===== config.mk =====
export PLATFORM = sky130hd
export DESIGN_NAME = speed_level_ctrl
export DESIGN_NICKNAME = d
export VERILOG_FILES = /design/src/rtl/speed_level_pkg.sv /design/src/rtl/speed_level_map.sv /design/src/rtl/speed_level_ctrl.sv
export SDC_FILE = /design/constraint.sdc
export NUM_CORES = 1
export LEC_CHECK = 0
export ABC_AREA = 0
export ABC_CLOCK_PERIOD_IN_PS = 4400
export CELL_PAD_IN_SITES_DETAIL_PLACEMENT = 1
export CELL_PAD_IN_SITES_GLOBAL_PLACEMENT = 1
export CORE_MARGIN = 8
export CORE_UTILIZATION = 46
export DETAILED_ROUTE_END_ITERATION = 8
export GPL_ROUTABILITY_DRIVEN = 0
export PLACE_DENSITY_LB_ADDON = 0.1
export REMOVE_ABC_BUFFERS = 1
export SLEW_MARGIN = 20
export SYNTH_ARGS = -nofsm -noshare
export SYNTH_HDL_FRONTEND = slang
export SYNTH_SLANG_ARGS = --single-unit

===== constraint.sdc =====
create_clock -name clk -period 4.4 [get_ports clk]
set_input_delay 1.1 -clock clk [delete_from_list [all_inputs] [get_ports clk]]
set_output_delay 1.1 -clock clk [all_outputs]
set_load 0.01 [all_outputs]

===== src/rtl/speed_level_pkg.sv =====
// Shared types and constants for the speed-level controller.
// The STOP state is only reachable when SPEED_EMERG_STOP_EN is defined.
`timescale 1ns/1ps
package speed_level_pkg;

  typedef enum logic [1:0] {
    IDLE = 2'd0,
    UP   = 2'd1,
    DOWN = 2'd2,
    STOP = 2'd3
  } state_t;

  localparam logic [11:0] DEF_THRESH = {4'd12, 4'd8, 4'd3};

  function automatic int lw_of(input int levels);
    return (levels < 1) ? 1 : $clog2(levels + 1);
  endfunction

endpackage


===== src/rtl/speed_level_map.sv =====
// Combinational sensor-code to target-level map: counts how many
// threshold slices the code meets or exceeds.
`timescale 1ns/1ps
module speed_level_map
  import speed_level_pkg::*;
#(
  parameter int                     IN_W   = 4,
  parameter int                     LEVELS = 3,
  parameter logic [LEVELS*IN_W-1:0] THRESH = DEF_THRESH
) (
  input  logic [IN_W-1:0]           code,
  output logic [lw_of(LEVELS)-1:0]  target
);

  localparam int LW = lw_of(LEVELS);

  always_comb begin
    target = '0;
    for (int k = 0; k < LEVELS; k++) begin
      if (code >= THRESH[k*IN_W +: IN_W]) target = target + LW'(1);
    end
  end

endmodule


===== src/rtl/speed_level_ctrl.sv =====
// Debounced, ramped speed-level controller driving one-hot velocity enables.
// Define SPEED_EMERG_STOP_EN to add the estop input and the STOP state.
//
//   state | meaning
//   IDLE  | level == target, waiting for a new target
//   UP    | ramp timer running, next step is toward a higher target
//   DOWN  | ramp timer running, next step is toward a lower target
//   STOP  | emergency stop, level held at 0 until estop low and target 0
`timescale 1ns/1ps
module speed_level_ctrl
  import speed_level_pkg::*;
#(
  parameter int                     IN_W       = 4,
  parameter int                     LEVELS     = 3,
  parameter logic [LEVELS*IN_W-1:0] THRESH     = DEF_THRESH,
  parameter int                     STABLE_CYC = 2,
  parameter int                     RAMP_CYC   = 8
) (
  input  logic                      clk,
  input  logic                      rst_n,
  input  logic [IN_W-1:0]           in_code,
  input  logic                      en,
`ifdef SPEED_EMERG_STOP_EN
  input  logic                      estop,
`endif
  output logic [LEVELS-1:0]         vel,
  output logic [lw_of(LEVELS)-1:0]  level,
  output logic                      busy
);

  localparam int LW = lw_of(LEVELS);
  localparam int CW = $clog2(STABLE_CYC + 1);
  localparam int TW = (RAMP_CYC > 1) ? $clog2(RAMP_CYC) : 1;
  localparam logic [TW-1:0] T_LOAD = TW'(RAMP_CYC - 1);

  logic [IN_W-1:0] samp, acc_code;
  logic [CW-1:0]   stab_cnt;
  logic [LW-1:0]   map_tgt, target, level_nxt;
  logic [TW-1:0]   timer, timer_nxt;
  logic [LEVELS-1:0] vel_nxt;
  logic            busy_nxt;
  state_t          state, state_nxt;

  // Counter tracks how long the newest sample has matched the registered one.
  always_ff @(posedge clk or negedge rst_n) begin
    if (!rst_n) begin
      samp     <= '0;
      stab_cnt <= '0;
      acc_code <= '0;
    end else begin
      samp <= in_code;
      if (in_code != samp) stab_cnt <= CW'(1);
      else if (stab_cnt != CW'(STABLE_CYC)) stab_cnt <= stab_cnt + CW'(1);
      if (stab_cnt == CW'(STABLE_CYC)) acc_code <= samp;
    end
  end

  speed_level_map #(
    .IN_W   (IN_W),
    .LEVELS (LEVELS),
    .THRESH (THRESH)
  ) u_map (
    .code   (acc_code),
    .target (map_tgt)
  );

  assign target = en ? map_tgt : '0;

  always_ff @(posedge clk or negedge rst_n) begin
    if (!rst_n) begin
      state <= IDLE;
      level <= '0;
      timer <= '0;
      vel   <= '0;
      busy  <= 1'b0;
    end else begin
      state <= state_nxt;
      level <= level_nxt;
      timer <= timer_nxt;
      vel   <= vel_nxt;
      busy  <= busy_nxt;
    end
  end

  always_comb begin
    state_nxt = state;
    level_nxt = level;
    timer_nxt = timer;
    case (state)
      IDLE: begin
        if (target != level) begin
          state_nxt = (target > level) ? UP : DOWN;
          timer_nxt = T_LOAD;
        end
      end
      UP, DOWN: begin
        if (timer != '0) begin
          timer_nxt = timer - TW'(1);
        end else begin
          // Step toward wherever the target is now, so a reversal never skips a level.
          if (target > level)      level_nxt = level + LW'(1);
          else if (target < level) level_nxt = level - LW'(1);
          if (level_nxt == target) begin
            state_nxt = IDLE;
          end else begin
            state_nxt = (target > level_nxt) ? UP : DOWN;
            timer_nxt = T_LOAD;
          end
        end
      end
`ifdef SPEED_EMERG_STOP_EN
      STOP: begin
        level_nxt = '0;
        timer_nxt = '0;
        if (!estop && target == '0) state_nxt = IDLE;
      end
`endif
      default: begin
        state_nxt = IDLE;
        level_nxt = '0;
        timer_nxt = '0;
      end
    endcase
`ifdef SPEED_EMERG_STOP_EN
    if (estop) begin
      state_nxt = STOP;
      level_nxt = '0;
      timer_nxt = '0;
    end
`endif
  end

  always_comb begin
    vel_nxt = '0;
    for (int k = 0; k < LEVELS; k++) vel_nxt[k] = (level_nxt == LW'(k + 1));
    busy_nxt = (state_nxt != STOP) && (level_nxt != target);
  end

endmodule


---- Yosys cells after proc, flatten, opt, wreduce, memory -nomap -nowiden ----
Index checks and enable logic that the tools add are counted.
storage, ports and cells
  register bits after elaboration ......... 21
  bits of input ports ..................... 7
  output and inout port bits .............. 6
  logic and storage cells ................. 62
cells by class
  add/sub/neg operators ................... 6
  $lt $le $gt $ge ......................... 6
  eq/ne operators ......................... 14
  muxes and demuxes ....................... 22
  reductions and logical operators ........ 6
operators by type and width
  cell                                                  count
  2-to-1 mux 2 bit                                      15
  2-to-1 mux 3 bit                                      3
  == test 2 bit (second input constant)                 4
  >= comparator 4 bit (second input constant)           2
  case mux 2 bit (2 select lines)                       2
  adder 2 x 1 -> 2 bit (second input constant)          3
  inequality test 2 bit (second input constant)         3
  case mux 3 bit (2 select lines)                       1
  == test 2 x 1 -> 1 bit (second input constant)        2
  >= comparator 4 x 2 -> 1 bit (second input constant)  1
  > comparator 2 bit                                    2
  inequality test 2 bit                                 2
  inequality test 4 bit                                 1
  inequality test 3 bit (second input constant)         1
  nonzero test 3 bit                                    1
  subtractor 3 x 1 -> 3 bit (second input constant)     1
  adder 1 x 1 -> 2 bit (second input constant)          1
  == test 2 bit                                         1
  zero test 2 bit                                       1
  less-than comparator 2 bit                            1
  AND reduction 2 bit                                   1
  nonzero test 2 bit                                    1
  OR reduction 2 bit                                    1
  subtractor 2 x 1 -> 2 bit (second input constant)     1
  2 further kinds                                       2

---- Depth between registers and ports, before layout ----
  word-level depth ........................ 19
  depth in mapped cells ................... 15
  mapped depth without buffers ............ 15

---- Cells and area by module ----
Synthesis repeated with hierarchy kept, for this count alone.
second synthesis, totals
  cell total of the unflattened synthesis .. 128
  area, all modules ....................... 1249.9 µm²
modules (own cells, without submodules)
  module            instances  cells an instance  area an instance (µm²)  seq. area each (µm²)
  speed_level_ctrl  1          125                1234.9                  525.5
  speed_level_map   1          3                  15.0                    0.0

---- Worst setup path before layout ----
Ideal clock, no wire load.
  path type ............................... input port to flip-flop
  start point ............................. input port en
  end point ............................... register busy
  setup time .............................. 0.086 ns
  arrival ................................. 3.205 ns
  data required time ...................... 4.314 ns
  setup slack ............................. 1.109 ns
  stages .................................. 13
  path buffers ............................ 0
  cells stage by stage .................... and2_1 > ha_1 > nor2b_4 > or3_4 > nand2_1 > xnor2_1 > ha_1 > nor2b_1 > o21ai_0 > o21ai_0 > a21oi_1 > nor2_1 > a32oi_1
between the ends
  longest elaborated chain between the ends .. 13
  elaborated cells on any way between the ends .. 21
  classes of those cells .................. order compare (3); eq/ne (4); mux (13); reduce/logical (1)
ends and longest elaborated chain
  element                            RTL line                 source
  from (decl)                        speed_level_ctrl.sv:22   input logic en,
  2-to-1 mux 2 bit *                 speed_level_ctrl.sv:67   assign target = en ? map_tgt : '0;
  less-than comparator 2 bit         speed_level_ctrl.sv:102  else if (target < level) level_nxt = level - LW'(1);
  2-to-1 mux 2 bit                   speed_level_ctrl.sv:102
  2-to-1 mux 2 bit                   speed_level_ctrl.sv:101  if (target > level) level_nxt = level + LW'(1);
  2-to-1 mux 2 bit                   speed_level_ctrl.sv:97   if (timer != '0) begin
  2-to-1 mux 2 bit                   speed_level_ctrl.sv:89   case (state)
  > comparator 2 bit                 speed_level_ctrl.sv:106  state_nxt = (target > level_nxt) ? UP : DOWN;
  2-to-1 mux 2 bit                   speed_level_ctrl.sv:106
  2-to-1 mux 2 bit                   speed_level_ctrl.sv:103  if (level_nxt == target) begin
  2-to-1 mux 2 bit                   speed_level_ctrl.sv:97
  case mux 2 bit (2 select lines) *  speed_level_ctrl.sv:89
  named net state_nxt[0]             speed_level_ctrl.sv:42   state_t state, state_nxt;
  inequality test 2 bit *            speed_level_ctrl.sv:136  busy_nxt = (state_nxt != STOP) && (level_nxt != target);
  logical AND 1 bit *                speed_level_ctrl.sv:136
  named net busy_nxt                 speed_level_ctrl.sv:41   logic busy_nxt;
  to (signal assigned)               speed_level_ctrl.sv:81   busy <= busy_nxt;
  to (decl)                          speed_level_ctrl.sv:28   output logic busy
Mark *: on every way through the listed nets, which the timed path passes. The rest lies on a longest branch. The select of a mux whose other input is x is not followed.
A chain may end at the register's enable or synchronous reset.

---- Worst setup path in the final report ----
Same ends and word-level chain as after synthesis.

==> impl_metrics.yaml <==
critical_path:
  r2r-end: "busy$_DFF_PN0_"
  cp_max_fo: 6
  arrival_ps: 3980
  endpoint_kind: "flip-flop"
  startpoint_type: "primary input"
  rrSetupSlack_ps: 1290
  criticalPathCategory: "primary input to flip-flop"
  r2r_cells: 15
  r2r_start: "acc_code[1]$_DFFE_PN0N_"
  required_ps: 4620
power_and_ir_drop:
  power_leakage_nw: 0.640
  power.share.combinational_pct: 57.1
  swShare_pct: 43.0
  clkPwrFrac_pct: 10.6
  p_switching_w: 0.000363
  power.density_nw_per_um2: 608
  p_int_w: 0.000480
  power.total_w: 0.000843
  seq_power_share_pct: 32.3
  ir_drop_mv: 0.326
logic_synthesis:
  syn_area_um2: 1220
  ys_types: 33
  ys_ff_latch: 21
  synthSimpleGateAreaFrac_pct: 18.8
  synth_xor_area_share_pct: 5.04
  post-synth-top-count-cell: "dfrtp_1"
  synth_edf_count: 0
  synth_compound_area_share_pct: 16.2
  synth_mux_area_share_pct: 3.70
  async_flop_share_pct: 100
  syn_avg_cell_area_um2: 9.59
  synth_top_cell_by_area: "dfrtp_1"
  synth.top_cell.area_share_pct: 43.2
  ys.flop_type: "dfrtp_1"
  synth.yosys.warnings: 0
  synthTopCellsByCount: "dfrtp_1, nand2_1, ha_1, nor2_1, o21ai_0"
  synthAdderAreaFrac_pct: 9.25
  synth_top_family_by_area: "simple AND/OR/NAND/NOR gates"
  synth_cells: 127
  yosysSeqAreaShare_pct: 43.2
  synth_area_leaders: "dfrtp_1, ha_1, xor2_1"
floorplan:
  row_count: 18
  coreArea_um2: 2500
  die_area_um2: 4550
  initial_utilization_pct: 48.7
  die_h_um: 67.4
  io-pin-count: 13
  die_w_um: 67.4
clock_network:
  cts_sinks: 21
  root_buffer: "clkbuf_4"
  cts_htree_levels: 1
  cts_tree: "done"
  clk_latency_ps: 290
  cts_hold_buf: 0
  cts_setup_buffers: 0
  cts_buffer_depth: 2
  cts.repair.resized: 0
  cts_made_buffers: 3
  clkSlewWorstSetupHoldPaths_ps: 110
final_layout:
  antenna_cells: 0
  drive_gt1_share_pct: 8.63
  layoutNonFillerInstCount: 169
  area_growth_pct: 13.8
  nets: 156
placement:
  dp_slack_ps: 325
  dp_hpwl_mm: 2.11
  numPortBuffers: 12
  dpl.cell_count: 165
status:
  status: "completed"
global_route:
  antenna_found_initial: 0
  grt_pass1_wl_mm: 4.75
  grt_usage_pct: 13.5
  grt_overflow: 0
  grt_max_degree: 22
  grt_pass1_vias: 1007
min_path:
  hp-start: "timer[1]$_DFFE_PN0P_"
  hp-class: "flip-flop to flip-flop"
  hold_path_end: "timer[1]$_DFFE_PN0P_"
  holdPathStages: 2
job:
  drv_cap: 0
detailed_routing:
  drc: 0
  ant_nets: 0
  drt-total-wl_mm: 2.63
  routed_via_density: 5.59
  dr_total_vias: 944
  wl_per_cell_um: 15.6
  dr.first_iter.drc_count: 52
  first_pass_iters: 4
timing:
  fin_worst_skew_ps: 1.42
  fmax_mhz: 266
  period_needed_ps: 3760
  rsz0062_at_grt: "no"
  slew_viol_final: 0
  fin_hold_ws_ps: 501
  slew_headroom_pct: 39.4
  finalCritPeriodShare_pct: 85.4
  setup_viol: 0
  layout_setup_ws_ps: 642
  worst_pin_slew_ps: 906
  setup_tns_ps: 0
  hold_viol_final: 0
-- metal layers --
metal  share of wire (%)  GRT usage [%]  vias up  wire, um
met4                0.95           5.22        0        25
met1                  46           16.9      461      1210
met3                 2.3           2.32        4        61
met5                   0              0        -         0
met2                  51           22.7       10      1330
li1                    -              -      469         -
-- worst max-delay path: stages --
cell and delay (ps):
clkdlybuf4s50_1 500, o21ai_0 230, ha_1 450, nand2_1 150, o211ai_1 180, nand2_1 110
xnor2_1 180, ha_1 290, nor2b_1 140, o21ai_0 120, o21ai_0 90, a21oi_1 170
nor2_1 70, a32oi_1 170
-- power groups by stage --
| stage | combinational [W] | sequential (W) | clock (W) |
|---|---|---|---|
| floorplan | 0.000342 | 0.000276 | 0 |
| global placement | 0.000459 | 0.000274 | 0 |
| detailed placement | 0.000479 | 0.000277 | 0 |
| CTS | 0.000481 | 0.000273 | 0.0000931 |
| global route | 0.000545 | 0.000279 | 0.000101 |
| finish | 0.000481 | 0.000272 | 0.0000892 |
-- how the worst max path moves through the flow --
stage / startpoint / end / slack, ps / cells after the start
finish: en / busy$_DFF_PN0_ / 640 / 14
global route: en / busy$_DFF_PN0_ / 350 / 14
CTS: en / busy$_DFF_PN0_ / 660 / 14
detailed placement: en / busy$_DFF_PN0_ / 330 / 14
global placement: en / busy$_DFF_PN0_ / 450 / 14
floorplan: en / busy$_DFF_PN0_ / 1100 / 13
-- layout make-up --
cell class | count | area, um2
Sequential cell | 21 | 526
Clock buffer | 4 | 26.3
Tap cell | 30 | 37.5
Timing Repair Buffer | 12 | 120
Fill cell | 297 | 1110
Multi-Input combinational cell | 94 | 646
Inverter | 8 | 30.0
-- state kept, by name, indices dropped and copies added (netlist names) --
register and count:
level 2, samp 4, acc_code 4, vel 3
timer 3, state 2, stab_cnt 2, busy 1
-- placed cells by master, fill, tap and decap left out --
master and instances:
dfrtp_1 21, nand2_1 12, clkdlybuf4s50_1 12, nor2_1 9, o21ai_0 9, ha_1 9
inv_1 8, a21oi_1 8, xor2_1 6, nand2b_1 4, and2_1 4, mux2_2 4
nand3_1 3, a211oi_1 3, nor2b_1 3, o31ai_1 3, clkbuf_4 3, nor3_1 2
nor2b_4 1, or3_4 1, o211ai_1 1, xnor2_1 1, a21o_2 1, a2111oi_0 1
a311oi_1 1, nand3b_1 1, a311o_2 1, and2b_4 1, or4_1 1, o41ai_1 1
a32oi_1 1, nor4_1 1, o21ai_1 1, clkbuf_1 1
-- kinds of logic after synthesis --
family                     count (synthesis)
muxes                                      4
and+or+nand+nor                           43
xor gates and xnor gates                   7
DFF                                       21
buffers and inverters                     12
adders and majority gates                  9
AOI/OAI and AO/OA                         31
-- metrics by stage --
stage | area, um2 | utilization, %
floorplan | 1200 | -
global placement | 1360 | 54.4
detailed placement | 1360 | 54.4
CTS | 1390 | 55.4
global route | 1390 | 55.4
finish | 1390 | 55.4
No activity file was read; power rests on OpenSTA's default activity.
==> patch: new RTL, config.mk and constraints unchanged <==
The output `vel` loses its register stage (`vel` becomes a continuous assignment).
--- a/src/rtl/speed_level_ctrl.sv
+++ b/src/rtl/speed_level_ctrl.sv
@@ -71,16 +71,16 @@
       state <= IDLE;
       level <= '0;
       timer <= '0;
-      vel   <= '0;
       busy  <= 1'b0;
     end else begin
       state <= state_nxt;
       level <= level_nxt;
       timer <= timer_nxt;
-      vel   <= vel_nxt;
       busy  <= busy_nxt;
     end
   end
+
+  assign vel = vel_nxt;
 
   always_comb begin
     state_nxt = state;
Function: same outputs for any inputs over 10 cycles, from zero or initial values and one cycle with rst_n low; that may be too few to reach the edited logic, so the function may still have changed.
==> patch against the original RTL <==
Clock power grew 12%; final area grew 3.3%; sequential cell count shrank 3; global-route usage grew 0.82 points; critical path type is now in -> out; setup slack lost 0.55 ns; fmax shrank 13%; area after synthesis shrank 6.2%; power grew 6.1%; wire length grew 12%; non-clock buffer count grew 10; first-iteration DRC count shrank 38%.
==> patch: results (changes against the original RTL) <==
- **Final #Nets** 163, +4.5%
- **maximum fanout encountered on the critical timing path** 4, -2
- **clk slew on worst S/H paths** 0.11 ns, about the same
- **first-pass GRT wire length** 4.878 mm, +2.6%
- **share of synthesized area occupied by flip-flops and latches** 39.43%, -3.7 points
- **peak supply drop** 418.6 uV, +28%
- **DR iter-0 viols** 32, -38%
- **flop2flop setup slack** 1.33 ns, +0.04 ns
- **Arr. time, crit path** 3.21 ns, -0.77 ns
- **Regs by FF count** acc_code x4, samp x4, timer x3
- **critical path capture point** vel[0]
- **run status** finished, final reports clean
- **stage delay of the slowest cell on the critical path** 0.41 ns, -0.09 ns
- **Post-DP HPWL** 2.272 mm, +7.9%
- **largest net degree at the start of global routing** 19, -14%
- **Skew-Pair Late Insertion Delay** 0.30 ns
- **final wirelength** 2.960 mm, +12%
- **commonest cells in the synthesized netlist** 18 x sky130_fd_sc_hd__dfrtp_1, 11 x sky130_fd_sc_hd__nor2_1, 10 x sky130_fd_sc_hd__nand2_1
- **CP max-delay cell** sky130_fd_sc_hd__a2111oi_4
- **share of post-route cells with drive strength above 1** 20.55%, +12 points
- **actual transition at the worst max-transition pin** 0.8026 ns, -0.1032 ns
- **static leakage power** 0.6595 nW, +3.0%
- **cell depth of the worst flop-to-flop path** 15, unchanged
- **reg-to-reg critical path startpoint** acc_code[0]
- **vias per inst** 5.597, +0.19%
- **Final Skew** 0.01269 ns, +0.01127 ns
- **synth top area cells** sky130_fd_sc_hd__dfrtp_1 39%, sky130_fd_sc_hd__ha_1 9.9%, sky130_fd_sc_hd__a21oi_1 3.9%
- **overall routing resource usage** 14.35%, +0.82 points
- **critical path type** in -> out
==> patch: cell count changes after synthesis <==
cell                       before  now
sky130_fd_sc_hd__xnor2_1        1    5
sky130_fd_sc_hd__xor2_1         6    2
sky130_fd_sc_hd__dfrtp_1       21   18
sky130_fd_sc_hd__nand2_1       12   10
sky130_fd_sc_hd__nor2_1         9   11
sky130_fd_sc_hd__a21oi_1        8    9
sky130_fd_sc_hd__and2_1         4    3
sky130_fd_sc_hd__nand2b_1       4    5
sky130_fd_sc_hd__nand4_1        0    1
sky130_fd_sc_hd__nor4_1         1    0
sky130_fd_sc_hd__o21ai_0        9    8
==> patch: cell families (layout without fill, tap and decap cells) <==
logic type,count (synthesis),in the layout,synth area share [%]
simple gates,43,43,20.04
fa+ha+maj,9,9,9.858
buf+inv,12,34,4.052
mux,4,4,3.943
xor+xnor,7,7,5.367
compound gates,31,31,17.31
flops,18,18,39.43
==> patch: repair_timing <==
action | CTS | global route
gates resized for setup | 15 | 4
cloned | 0 | 0
hold endpoints to repair | 0 | 0
pin swaps | 4 | 2
endpoints found under the setup margin | 3 | 3
==> patch: worst min-delay path by stage <==
stage / startpoint / end / slack [ns] / depth (start not counted)
floorplan: timer[1] / timer[1] / 0.45 / 2
global placement: timer[1] / timer[1] / 0.46 / 2
detailed placement: timer[1] / timer[1] / 0.48 / 2
CTS: timer[1] / timer[1] / 0.51 / 2
global route: timer[1] / timer[1] / 0.55 / 2
finish: timer[1] / timer[1] / 0.50 / 2
==> patch: cell type report <==
class / instances / area, um2
multi-input combinational: 94 / 685.7
sequential: 18 / 450.4
inverter: 8 / 30.03
clock buffer: 4 / 36.28
timing repair buffer: 22 / 190.2
tap: 30 / 37.54
fill: 277 / 979.7
==> patch: worst max-delay path: cells and delay by family <==
| family | cells | cell delay (ns) |
|---|---|---|
| simple gates | 4 | 0.84 |
| compound gates | 2 | 0.50 |
| fa+ha+maj | 1 | 0.29 |
| buf+inv | 2 | 0.48 |
==> patch: where the power goes <==
part	leakage, nW	switching [mW]	internal [mW]
combinational	0.412	0.312	0.241
clock	0.0210	0.0498	0.0505
sequential	0.227	0.0355	0.205
total	0.659	0.397	0.497
==> patch: through the flow <==
stage,std cells,setup slack (ns)
floorplan,120,0.3827
global placement,172,-0.4459
detailed placement,172,-0.5430
CTS,176,0.06281
global route,176,0.004846
finish,176,0.09483
==> patch: metal layers <==
layer  global-route usage (%)  up-vias  part of all wire, %
li1                         -      477                    -
met3                    3.220        6                  2.6
met4                    5.995        0                  1.4
met5                        0        -                    0
met2                    28.01       13                   56
met1                    13.91      489                   40
